--- src/rtl/fifo_pkg.sv ---
// -----------------------------------------------------------------------------
// fifo_pkg
// Shared definitions for the fifo_level sample FIFO.
//   - Default width parameters for the audio sample path.
//   - fifo_depth / fifo_cnt_w: derive the entry count and occupancy counter width
//     from the address width.
//   - fifo_status_t: the decoded occupancy flags.
// -----------------------------------------------------------------------------
package fifo_pkg;

  localparam int FIFO_DEF_DATA_WIDTH = 24;
  localparam int FIFO_DEF_ADDR_WIDTH = 3;

  // Number of entries for a given address width.
  function automatic int fifo_depth(input int addr_width);
    return 1 << addr_width;
  endfunction

  // The counter must hold 0..DEPTH inclusive, so it needs one extra bit.
  function automatic int fifo_cnt_w(input int addr_width);
    return addr_width + 1;
  endfunction

  typedef struct packed {
    logic empty;
    logic full;
    logic almost_empty;
    logic almost_full;
  } fifo_status_t;

endpackage

--- src/rtl/fifo_level_if.sv ---
// -----------------------------------------------------------------------------
// fifo_level_if
// Groups the sample FIFO's request, data and status signals.
//   master : drives flush, wr, w_data, rd; receives r_data, status, count, errors
//   slave  : the FIFO side (mirror of master)
//
// Handshake: a write is taken on a rising clock edge when wr=1 and
// (full=0 or rd=1), and flush=0. A read pops the head on a rising clock edge
// when rd=1, empty=0 and flush=0. r_data always shows the head word and is
// meaningful only while empty=0. There is no back-pressure beyond full/empty.
// The producer must watch full (or almost_full), and the consumer must watch
// empty (or almost_empty).
// -----------------------------------------------------------------------------
interface fifo_level_if #(
  parameter int DATA_WIDTH = 24,
  parameter int ADDR_WIDTH = 3
);

  logic                  flush;
  logic                  wr;
  logic [DATA_WIDTH-1:0] w_data;
  logic                  rd;
  logic [DATA_WIDTH-1:0] r_data;
  logic                  empty;
  logic                  full;
  logic                  almost_empty;
  logic                  almost_full;
  logic [ADDR_WIDTH:0]   count;
  logic                  overflow;
  logic                  underflow;

  modport master (
    output flush, wr, w_data, rd,
    input  r_data, empty, full, almost_empty, almost_full, count,
           overflow, underflow
  );

  modport slave (
    input  flush, wr, w_data, rd,
    output r_data, empty, full, almost_empty, almost_full, count,
           overflow, underflow
  );

endinterface

--- src/rtl/fifo_mem.sv ---
// -----------------------------------------------------------------------------
// fifo_mem
// DEPTH x DATA_WIDTH register array. The write is synchronous and the read is
// asynchronous. The array has no reset, because its contents are only
// meaningful behind the FIFO pointers.
//   clk      in   clock
//   we_i     in   write enable
//   waddr_i  in   write address
//   wdata_i  in   write data
//   raddr_i  in   read address
//   rdata_o  out  mem[raddr_i], combinational
// -----------------------------------------------------------------------------
module fifo_mem
  import fifo_pkg::*;
#(
  parameter int DATA_WIDTH = FIFO_DEF_DATA_WIDTH,
  parameter int ADDR_WIDTH = FIFO_DEF_ADDR_WIDTH
) (
  input  logic                  clk,
  input  logic                  we_i,
  input  logic [ADDR_WIDTH-1:0] waddr_i,
  input  logic [DATA_WIDTH-1:0] wdata_i,
  input  logic [ADDR_WIDTH-1:0] raddr_i,
  output logic [DATA_WIDTH-1:0] rdata_o
);

  localparam int DEPTH = fifo_depth(ADDR_WIDTH);

  logic [DATA_WIDTH-1:0] mem_q [DEPTH];

  always_ff @(posedge clk) begin
    if (we_i) begin
      mem_q[waddr_i] <= wdata_i;
    end
  end

  assign rdata_o = mem_q[raddr_i];

endmodule

--- src/rtl/fifo_level.sv ---
// -----------------------------------------------------------------------------
// fifo_level
// First-word-fall-through sample FIFO with an occupancy count, programmable
// almost-full and almost-empty flags, and a synchronous flush.
//   clk    in     single clock, all state on posedge
//   reset  in     asynchronous, active-high
//   bus    slave  flush/wr/w_data/rd in; r_data, empty, full, almost_empty,
//                 almost_full, count, overflow, underflow out
// Optional macro FIFO_ERR_FLAGS_EN: builds sticky overflow/underflow registers.
// Without it, both ports are tied low.
// -----------------------------------------------------------------------------
module fifo_level
  import fifo_pkg::*;
#(
  parameter int DATA_WIDTH = FIFO_DEF_DATA_WIDTH,
  parameter int ADDR_WIDTH = FIFO_DEF_ADDR_WIDTH,
  parameter int AF_THRESH  = fifo_depth(FIFO_DEF_ADDR_WIDTH) - 2,
  parameter int AE_THRESH  = 1
) (
  input logic        clk,
  input logic        reset,
  fifo_level_if.slave bus
);

  localparam int CW = fifo_cnt_w(ADDR_WIDTH);
  localparam int DEPTH = fifo_depth(ADDR_WIDTH);
  localparam logic [CW-1:0] DEPTH_C = CW'(DEPTH);
  localparam logic [CW-1:0] AF_C    = CW'(AF_THRESH);
  localparam logic [CW-1:0] AE_C    = CW'(AE_THRESH);

  logic [ADDR_WIDTH-1:0] w_ptr_q, w_ptr_d;
  logic [ADDR_WIDTH-1:0] r_ptr_q, r_ptr_d;
  logic [CW-1:0]         count_q, count_d;
  fifo_status_t          status;
  logic                  wr_ok;
  logic                  rd_ok;

  // Flags come only from the registered count, so they change once per edge.
  always_comb begin
    status.empty        = (count_q == '0);
    status.full         = (count_q == DEPTH_C);
    status.almost_empty = (count_q <= AE_C);
    status.almost_full  = (count_q >= AF_C);
  end

  // A write while full is still taken when a read frees a slot in the same
  // cycle. A read while empty is simply dropped. Flush overrides both.
  assign wr_ok = bus.wr & (~status.full | bus.rd) & ~bus.flush;
  assign rd_ok = bus.rd & ~status.empty & ~bus.flush;

  always_comb begin
    w_ptr_d = w_ptr_q;
    r_ptr_d = r_ptr_q;
    count_d = count_q;
    if (bus.flush) begin
      w_ptr_d = '0;
      r_ptr_d = '0;
      count_d = '0;
    end else begin
      // DEPTH is a power of two, so the pointers wrap naturally.
      if (wr_ok) w_ptr_d = w_ptr_q + ADDR_WIDTH'(1);
      if (rd_ok) r_ptr_d = r_ptr_q + ADDR_WIDTH'(1);
      if (wr_ok && !rd_ok) begin
        count_d = count_q + CW'(1);
      end else if (rd_ok && !wr_ok) begin
        count_d = count_q - CW'(1);
      end
    end
  end

  always_ff @(posedge clk or posedge reset) begin
    if (reset) begin
      w_ptr_q <= '0;
      r_ptr_q <= '0;
      count_q <= '0;
    end else begin
      w_ptr_q <= w_ptr_d;
      r_ptr_q <= r_ptr_d;
      count_q <= count_d;
    end
  end

  fifo_mem #(
    .DATA_WIDTH (DATA_WIDTH),
    .ADDR_WIDTH (ADDR_WIDTH)
  ) u_mem (
    .clk     (clk),
    .we_i    (wr_ok),
    .waddr_i (w_ptr_q),
    .wdata_i (bus.w_data),
    .raddr_i (r_ptr_q),
    .rdata_o (bus.r_data)
  );

  assign bus.empty        = status.empty;
  assign bus.full         = status.full;
  assign bus.almost_empty = status.almost_empty;
  assign bus.almost_full  = status.almost_full;
  assign bus.count        = count_q;

`ifdef FIFO_ERR_FLAGS_EN
  logic ovf_q, ovf_d;
  logic unf_q, unf_d;

  // Only pure misuse is flagged. A write while full that is paired with a read,
  // or a read while empty that is paired with a write, is legal traffic.
  always_comb begin
    ovf_d = ovf_q;
    unf_d = unf_q;
    if (bus.flush) begin
      ovf_d = 1'b0;
      unf_d = 1'b0;
    end else begin
      if (bus.wr && status.full && !bus.rd)  ovf_d = 1'b1;
      if (bus.rd && status.empty && !bus.wr) unf_d = 1'b1;
    end
  end

  always_ff @(posedge clk or posedge reset) begin
    if (reset) begin
      ovf_q <= 1'b0;
      unf_q <= 1'b0;
    end else begin
      ovf_q <= ovf_d;
      unf_q <= unf_d;
    end
  end

  assign bus.overflow  = ovf_q;
  assign bus.underflow = unf_q;
`else
  assign bus.overflow  = 1'b0;
  assign bus.underflow = 1'b0;
`endif

endmodule

--- src/flat_wrapper.sv ---
// flat-port wrapper written by rule: the top's interface ports become plain ports
module fifo_level_flat import fifo_pkg::*;
#(
  parameter int DATA_WIDTH = FIFO_DEF_DATA_WIDTH,
  parameter int ADDR_WIDTH = FIFO_DEF_ADDR_WIDTH,
  parameter int AF_THRESH  = fifo_depth(FIFO_DEF_ADDR_WIDTH) - 2,
  parameter int AE_THRESH  = 1
)
  (clk, reset, bus_flush, bus_wr, bus_w_data, bus_rd, bus_r_data, bus_empty, bus_full, bus_almost_empty, bus_almost_full, bus_count, bus_overflow, bus_underflow);
  fifo_level_if #(.DATA_WIDTH(DATA_WIDTH), .ADDR_WIDTH(ADDR_WIDTH)) bus_i ();
  input logic clk;
  input logic reset;
  input wire logic [$bits(bus_i.flush)-1:0] bus_flush;
  input wire logic [$bits(bus_i.wr)-1:0] bus_wr;
  input wire logic [$bits(bus_i.w_data)-1:0] bus_w_data;
  input wire logic [$bits(bus_i.rd)-1:0] bus_rd;
  output wire logic [$bits(bus_i.r_data)-1:0] bus_r_data;
  output wire logic [$bits(bus_i.empty)-1:0] bus_empty;
  output wire logic [$bits(bus_i.full)-1:0] bus_full;
  output wire logic [$bits(bus_i.almost_empty)-1:0] bus_almost_empty;
  output wire logic [$bits(bus_i.almost_full)-1:0] bus_almost_full;
  output wire logic [$bits(bus_i.count)-1:0] bus_count;
  output wire logic [$bits(bus_i.overflow)-1:0] bus_overflow;
  output wire logic [$bits(bus_i.underflow)-1:0] bus_underflow;
  assign bus_i.flush = bus_flush;
  assign bus_i.wr = bus_wr;
  assign bus_i.w_data = bus_w_data;
  assign bus_i.rd = bus_rd;
  assign bus_r_data = bus_i.r_data;
  assign bus_empty = bus_i.empty;
  assign bus_full = bus_i.full;
  assign bus_almost_empty = bus_i.almost_empty;
  assign bus_almost_full = bus_i.almost_full;
  assign bus_count = bus_i.count;
  assign bus_overflow = bus_i.overflow;
  assign bus_underflow = bus_i.underflow;
  fifo_level #(.DATA_WIDTH(DATA_WIDTH), .ADDR_WIDTH(ADDR_WIDTH), .AF_THRESH(AF_THRESH), .AE_THRESH(AE_THRESH)) u_core (.clk(clk), .reset(reset), .bus(bus_i));
endmodule
--- config.mk ---
export PLATFORM = sky130hd
export DESIGN_NAME = fifo_level_flat
export DESIGN_NICKNAME = d
export VERILOG_FILES = /design/src/rtl/fifo_pkg.sv /design/src/rtl/fifo_level_if.sv /design/src/rtl/fifo_mem.sv /design/src/rtl/fifo_level.sv /design/src/flat_wrapper.sv
export SDC_FILE = /design/constraint.sdc
export NUM_CORES = 1
export LEC_CHECK = 0
export CELL_PAD_IN_SITES_DETAIL_PLACEMENT = 0
export CELL_PAD_IN_SITES_GLOBAL_PLACEMENT = 2
export CORE_MARGIN = 3
export CORE_UTILIZATION = 34
export CTS_BUF_LIST = sky130_fd_sc_hd__clkbuf_8
export DETAILED_ROUTE_END_ITERATION = 8
export GPL_ROUTABILITY_DRIVEN = 0
export GPL_TIMING_DRIVEN = 0
export PLACE_DENSITY = 0.59
export REMOVE_ABC_BUFFERS = 1
export SLEW_MARGIN = 0
export SYNTH_ARGS = -nofsm -noshare
export SYNTH_HDL_FRONTEND = slang
export SYNTH_SLANG_ARGS = --single-unit
--- constraint.sdc ---
create_clock -name clk -period 12.4 [get_ports clk]
set_input_delay 2.48 -clock clk [delete_from_list [all_inputs] [get_ports clk]]
set_output_delay 2.48 -clock clk [all_outputs]
set_load 0.02 [all_outputs]
# Word level (Yosys, flattened, before mapping)

Memories as Yosys holds them, arrays and structs flattened.
Index checks and enable logic that the tools add are counted.

Add/subtract/negate cells: 4
$lt $le $gt $ge: 2
Equal/unequal tests: 1
Multiplexer cells: 9
Bitwise logic cells: 8
Reduce and logical (&&, ||, !) cells: 8

Operator list:

| cell                                                               | number |
|---|---|
| two-way mux 3 bit                                                  | 4 |
| two-way mux 4 bit                                                  | 3 |
| adder 3 x 1 -> 3 bit (second input constant)                       | 2 |
| adder 4 x 1 -> 4 bit (second input constant)                       | 1 |
| AND 1 bit                                                          | 4 |
| equality test 4 bit (second input constant)                        | 1 |
| greater-or-equal comparator 4 x 3 -> 1 bit (second input constant) | 1 |
| less-or-equal comparator 4 x 1 -> 1 bit (second input constant)    | 1 |
| zero test 4 bit                                                    | 1 |
| nonzero test 2 bit                                                 | 2 |
| subtractor 4 x 1 -> 4 bit (second input constant)                  | 1 |
| inverter 1 bit                                                     | 3 |
| nonzero test 3 bit                                                 | 1 |
| logical AND 1 bit                                                  | 2 |
| zero test 1 bit                                                    | 2 |
| two-way mux 1 bit                                                  | 2 |
| OR 1 bit                                                           | 1 |

Bits in registers: 10
Bits in writable memories: 192
Input bits: 29
Output and inout bits: 34
Word-level logic and storage cells: 36
Memories: 1

Memories:

| memory             | words | bits a word | rd ports | clocked after Yosys merged registers in | write ports | RTL line       | RTL |
|---|---|---|---|---|---|---|---|
| u_core.u_mem.mem_q | 8     | 24          | 1        | 0                                       | 1           | fifo_mem.sv:29 | `logic [DATA_WIDTH-1:0] mem_q [DEPTH];` |

# Logic depth before layout (Yosys ltp)

Depth after elaboration: 10
Depth in mapped cells: 7
Mapped depth without buffers: 7

# Modules after synthesis

From an unflattened synthesis, not the netlist that was laid out.

Cell total of the unflattened synthesis: 367
Area, all modules: 8046.5 µm²

By module, submodules not included:

| module     | times used | cells an instance | area each (µm²) | seq. area each (µm²) |
|---|---|---|---|---|
| fifo_mem   | 1          | 290               | 7317.0          | 5765.5 |
| fifo_level | 1          | 77                | 729.4           | 250.2 |

# Least setup slack after synthesis

OpenSTA, ideal clock, no wires.

Path type: input-to-reg
Start point: in bus_wr
End point: mem u_core.u_mem.mem_q[0][0] (enable)
Setup time: 0.474 ns
Data arrival time: 5.327 ns
Data required time: 11.926 ns
Setup slack: 6.599 ns
Cell stages on the path: 3
Buffers on the path: 1
Path through: buf_2 -> o21ai_2 -> nor4b_1

Cells in the longest elaborated chain, start to end: 4

RTL lines:

| what                                    | RTL line           | RTL |
|---|---|---|
| start, declared                         | flat_wrapper.sv:14 | `input wire logic [$bits(bus_i.wr)-1:0] bus_wr;` |
| AND 1 bit (2 in series)                 | fifo_level.sv:48   | `assign wr_ok = bus.wr & (~status.full \| bus.rd) & ~bus.flush;` |
| two-way mux 1 bit                       | fifo_mem.sv:32     | `if (we_i) begin` |
| two-way mux 1 bit (implied by the code) | fifo_mem.sv:33     | `mem_q[waddr_i] <= wdata_i;` |
| end, declared                           | fifo_mem.sv:29     |  |

No other way between the ends.

# Final worst setup path

Start point: reg u_core.r_ptr_q[0]
End point: out bus_r_data[2]

Cells in the longest elaborated chain, start to end: 1

RTL lines:

| what                   | RTL line           | RTL |
|---|---|---|
| start, declared        | fifo_level.sv:32   | `logic [ADDR_WIDTH-1:0] r_ptr_q, r_ptr_d;` |
| start signal, assigned | fifo_level.sv:78   | `r_ptr_q <= r_ptr_d;` |
| memory (8 x 24 bit)    | -                  |  |
| end, declared          | flat_wrapper.sv:17 | `output wire logic [$bits(bus_i.r_data)-1:0] bus_r_data;` |

No other way between the ends.

==> metrics.txt <==
H-tree levels 2; clock latency on the worst-skew pair 500 ps; switching pwr 0.000423 W; cell count after synthesis 374; Worst path max stage delay 650 ps; largest family of logic cells by synthesized area multiplexers; Worst setup EP type output port; synthesized flop and latch total 202; IO buf count 60; share of layout cells above drive strength 1 30.4%; dpl cell area 9260 sq um; Worst Path Max Fanout 36; row count 55; dpl hpwl 10100 microns; number of global-route vias before repair 4309; final global-route overflow total 0; # setup viols final 0; Worst R2R Setup Slack 9220 ps; final period utilization 43.3%; Clock Tree Root clkbuf_8; fraction of the mapped netlist area in simple logic gates 2.30%; pin count of the biggest net entering global routing 37; initial antenna violation count 0; DP Cell Count 749; Max IR drop VDD 0.0000902 V; Combinational Power Share 20.0%; register share of total power 47.0%; delay-heaviest family, CP buffers and inverters; clk buf depth 3; slowest CP cell dfrtp_4; worst path cell trace buf_16 > mux4_2 > mux2_2 > clkdlybuf4s50_1; CTS-repair resized insts 0; mux share of post-synthesis cell area 18.0%; total negative slack 0 ps; post-CTS setup buffers 0; Pint 0.00126 W; Worst Tran Pin Value 931 ps; Arrival @ worst endpoint 2890 ps; Power Density 170 nW/um^2; fmax 186 MHz; Switching Share 25.1%; global-route wire length before repair 25400 microns; vias per cell 4.82; Filler cells 2027; routed wire length 16400 microns; unrepaired setup endpoints after global routing no; Rel. slew slack 38.0%; area grow syn2layout 22.9%; fin crit period 5370 ps; Synth Area in Adders 1.09%; CP Launch Type register; die area 25600 sq um; Setup Skew 13.2 ps; outcome completed; I/O Pins 63; DR iter-0 viols 233; Post-Synth XOR/XNOR Area 0.435%; fin cells 807; Clock power frac 33.1%; Final Max Slew Viols 0; critical path class register to output port; core area 23000 sq um; Buf/Inv on CP 2; DR vias 3890; average routed wire per standard cell 20.3 microns; total track usage 13.1%; DRC Markers 0; number of synthesis warnings 0; Synth cell types 39; Worst Slack Setup Final 7030 ps; diode count 0; cell area after layout 9900 sq um; Hold WS 688 ps; Worst-path clk slew 60 ps; CTS tree yes; maxcap violations 0; Worst EP required 9920 ps; CTS buffer count 35; Leak 3.22 nW; final hold vios 0; ANT nets after route 0; post-synthesis compound-gate area fraction 1.47%; die outline width 160 microns; synthesized cell area 8060 sq um; Mean Syn Cell Area 21.6 sq um; Layout Nets 509; total iterations of the first detailed-routing run 4; clk sinks 202; Initial Util 35.1%; CTS Hold Bufs 0; die height 160 microns; Place WS 7090 ps; register area share after synthesis 74.6%; HP Class register to register
[flip-flops by register name (all words and copies together) (netlist names)]
name	flops
u_core.bus.count	4
u_core.r_ptr_q	3
u_core.u_mem.mem_q	192
u_core.w_ptr_q	3
[worst min-delay path, cell delays in order (launching register included)]
cell and delay, ps:
dfrtp_1 470, xor2_1 100, nor2_1 80
[through the flow]
stage / total power [W] / utilization [%]
2_1_floorplan: 0.00102 / -
3_3_place_gp: 0.00115 / 38.8
3_5_place_dp: 0.00115 / 40.3
4_1_cts: 0.00172 / 43.1
5_1_grt: 0.00177 / 43.1
6_report: 0.00169 / 43.1
[synth_stat cells, drive strengths merged]
| library cell | n | share of area [%] |
|---|---|---|
| edfxtp | 192 | 72 |
| mux4 | 48 | 13 |
| mux2 | 26 | 4.1 |
| nor2 | 16 | 0.75 |
| buf | 15 | 1.4 |
| dfrtp | 10 | 3.1 |
| ha | 7 | 1.1 |
| inv | 7 | 0.33 |
| clkbuf | 6 | 0.28 |
| nor3 | 5 | 0.31 |
| mux2i | 4 | 0.50 |
| o21ai | 4 | 0.29 |
| xor2 | 4 | 0.43 |
| nand2 | 3 | 0.14 |
| nand2b | 3 | 0.23 |
| o211ai | 3 | 0.28 |
| a211oi | 2 | 0.19 |
| a21oi | 2 | 0.12 |
| a31oi | 2 | 0.16 |
| a32oi | 2 | 0.22 |
| a21o | 1 | 0.093 |
| a311o | 1 | 0.12 |
| and3 | 1 | 0.078 |
| and3b | 1 | 0.11 |
| conb | 1 | 0.047 |
| nand3 | 1 | 0.062 |
| nand3b | 1 | 0.093 |
| nand4 | 1 | 0.078 |
| nor2b | 1 | 0.078 |
| nor4 | 1 | 0.078 |
| nor4b | 1 | 0.11 |
| or3 | 1 | 0.078 |
| or3b | 1 | 0.11 |
[routing by layer]
metal / track usage [%] / part of all wire [%] / wire, microns
met5: 0 / 0 / 0
met4: 4.30 / 1.7 / 285
met3: 3.89 / 5.4 / 884
met2: 22.0 / 50 / 8180
met1: 16.5 / 43 / 7030
[power by group through the flow]
stage / clock network [W] / registers, W / logic [W]
6_report: 0.000558 / 0.000793 / 0.000337
5_1_grt: 0.000611 / 0.000798 / 0.000366
4_1_cts: 0.000579 / 0.000795 / 0.000347
3_5_place_dp: 0 / 0.000808 / 0.000345
3_3_place_gp: 0 / 0.000839 / 0.000311
2_1_floorplan: 0 / 0.000820 / 0.000197
[logic make-up after synthesis]
group,count (synthesis)
AO/OA/AOI/OAI,17
buffers and inverters,28
other,1
flip-flops,202
XOR/XNOR,4
AND/OR/NAND/NOR,37
multiplexers,78
adder cells (fa/ha/maj),7
[path summary, 6_finish.rpt]
check,depth (start not counted),startpoint,to
worst min register to register,2,u_core.w_ptr_q[2],u_core.w_ptr_q[2]
worst max register to register,7,u_core.bus.count[1],u_core.u_mem.mem_q[2][19]
worst max-delay path,4,u_core.r_ptr_q[0],bus_r_data[2]
max in group asynchronous,2,reset,u_core.r_ptr_q[0]
worst min-delay path,2,u_core.w_ptr_q[2],u_core.w_ptr_q[2]
min in group asynchronous,2,reset,u_core.bus.count[1]
[layout by cell type (no fill, tap or decap), types with 3 or more instances in the layout]
| master | count |
|---|---|
| ha_1 | 7 |
| buf_16 | 3 |
| xor2_1 | 4 |
| clkinv_1 | 7 |
| mux2_4 | 10 |
| nor2_4 | 3 |
| nand2b_1 | 3 |
| o21ai_0 | 3 |
| nor3_2 | 3 |
| mux2i_1 | 4 |
| buf_6 | 9 |
| clkdlybuf4s50_1 | 60 |
| dfrtp_1 | 7 |
| clkbuf_8 | 37 |
| nand2_1 | 3 |
| edfxtp_1 | 192 |
| nor2_1 | 13 |
| o211ai_1 | 3 |
| mux2_2 | 16 |
| buf_4 | 8 |
| mux4_2 | 48 |
| inv_1 | 17 |
[cell type report]
cell class	instances	area, sq um	share of cell area, %
inverter	7	26.3	0.265
clock buffer	37	509	5.14
sequential	202	6020	60.8
clock inverter	21	134	1.35
tap	313	392	3.95
multi-input combinational	145	1940	19.5
timing repair buffer	82	885	8.93
Note: power is estimated with default switching activity, not from simulation.
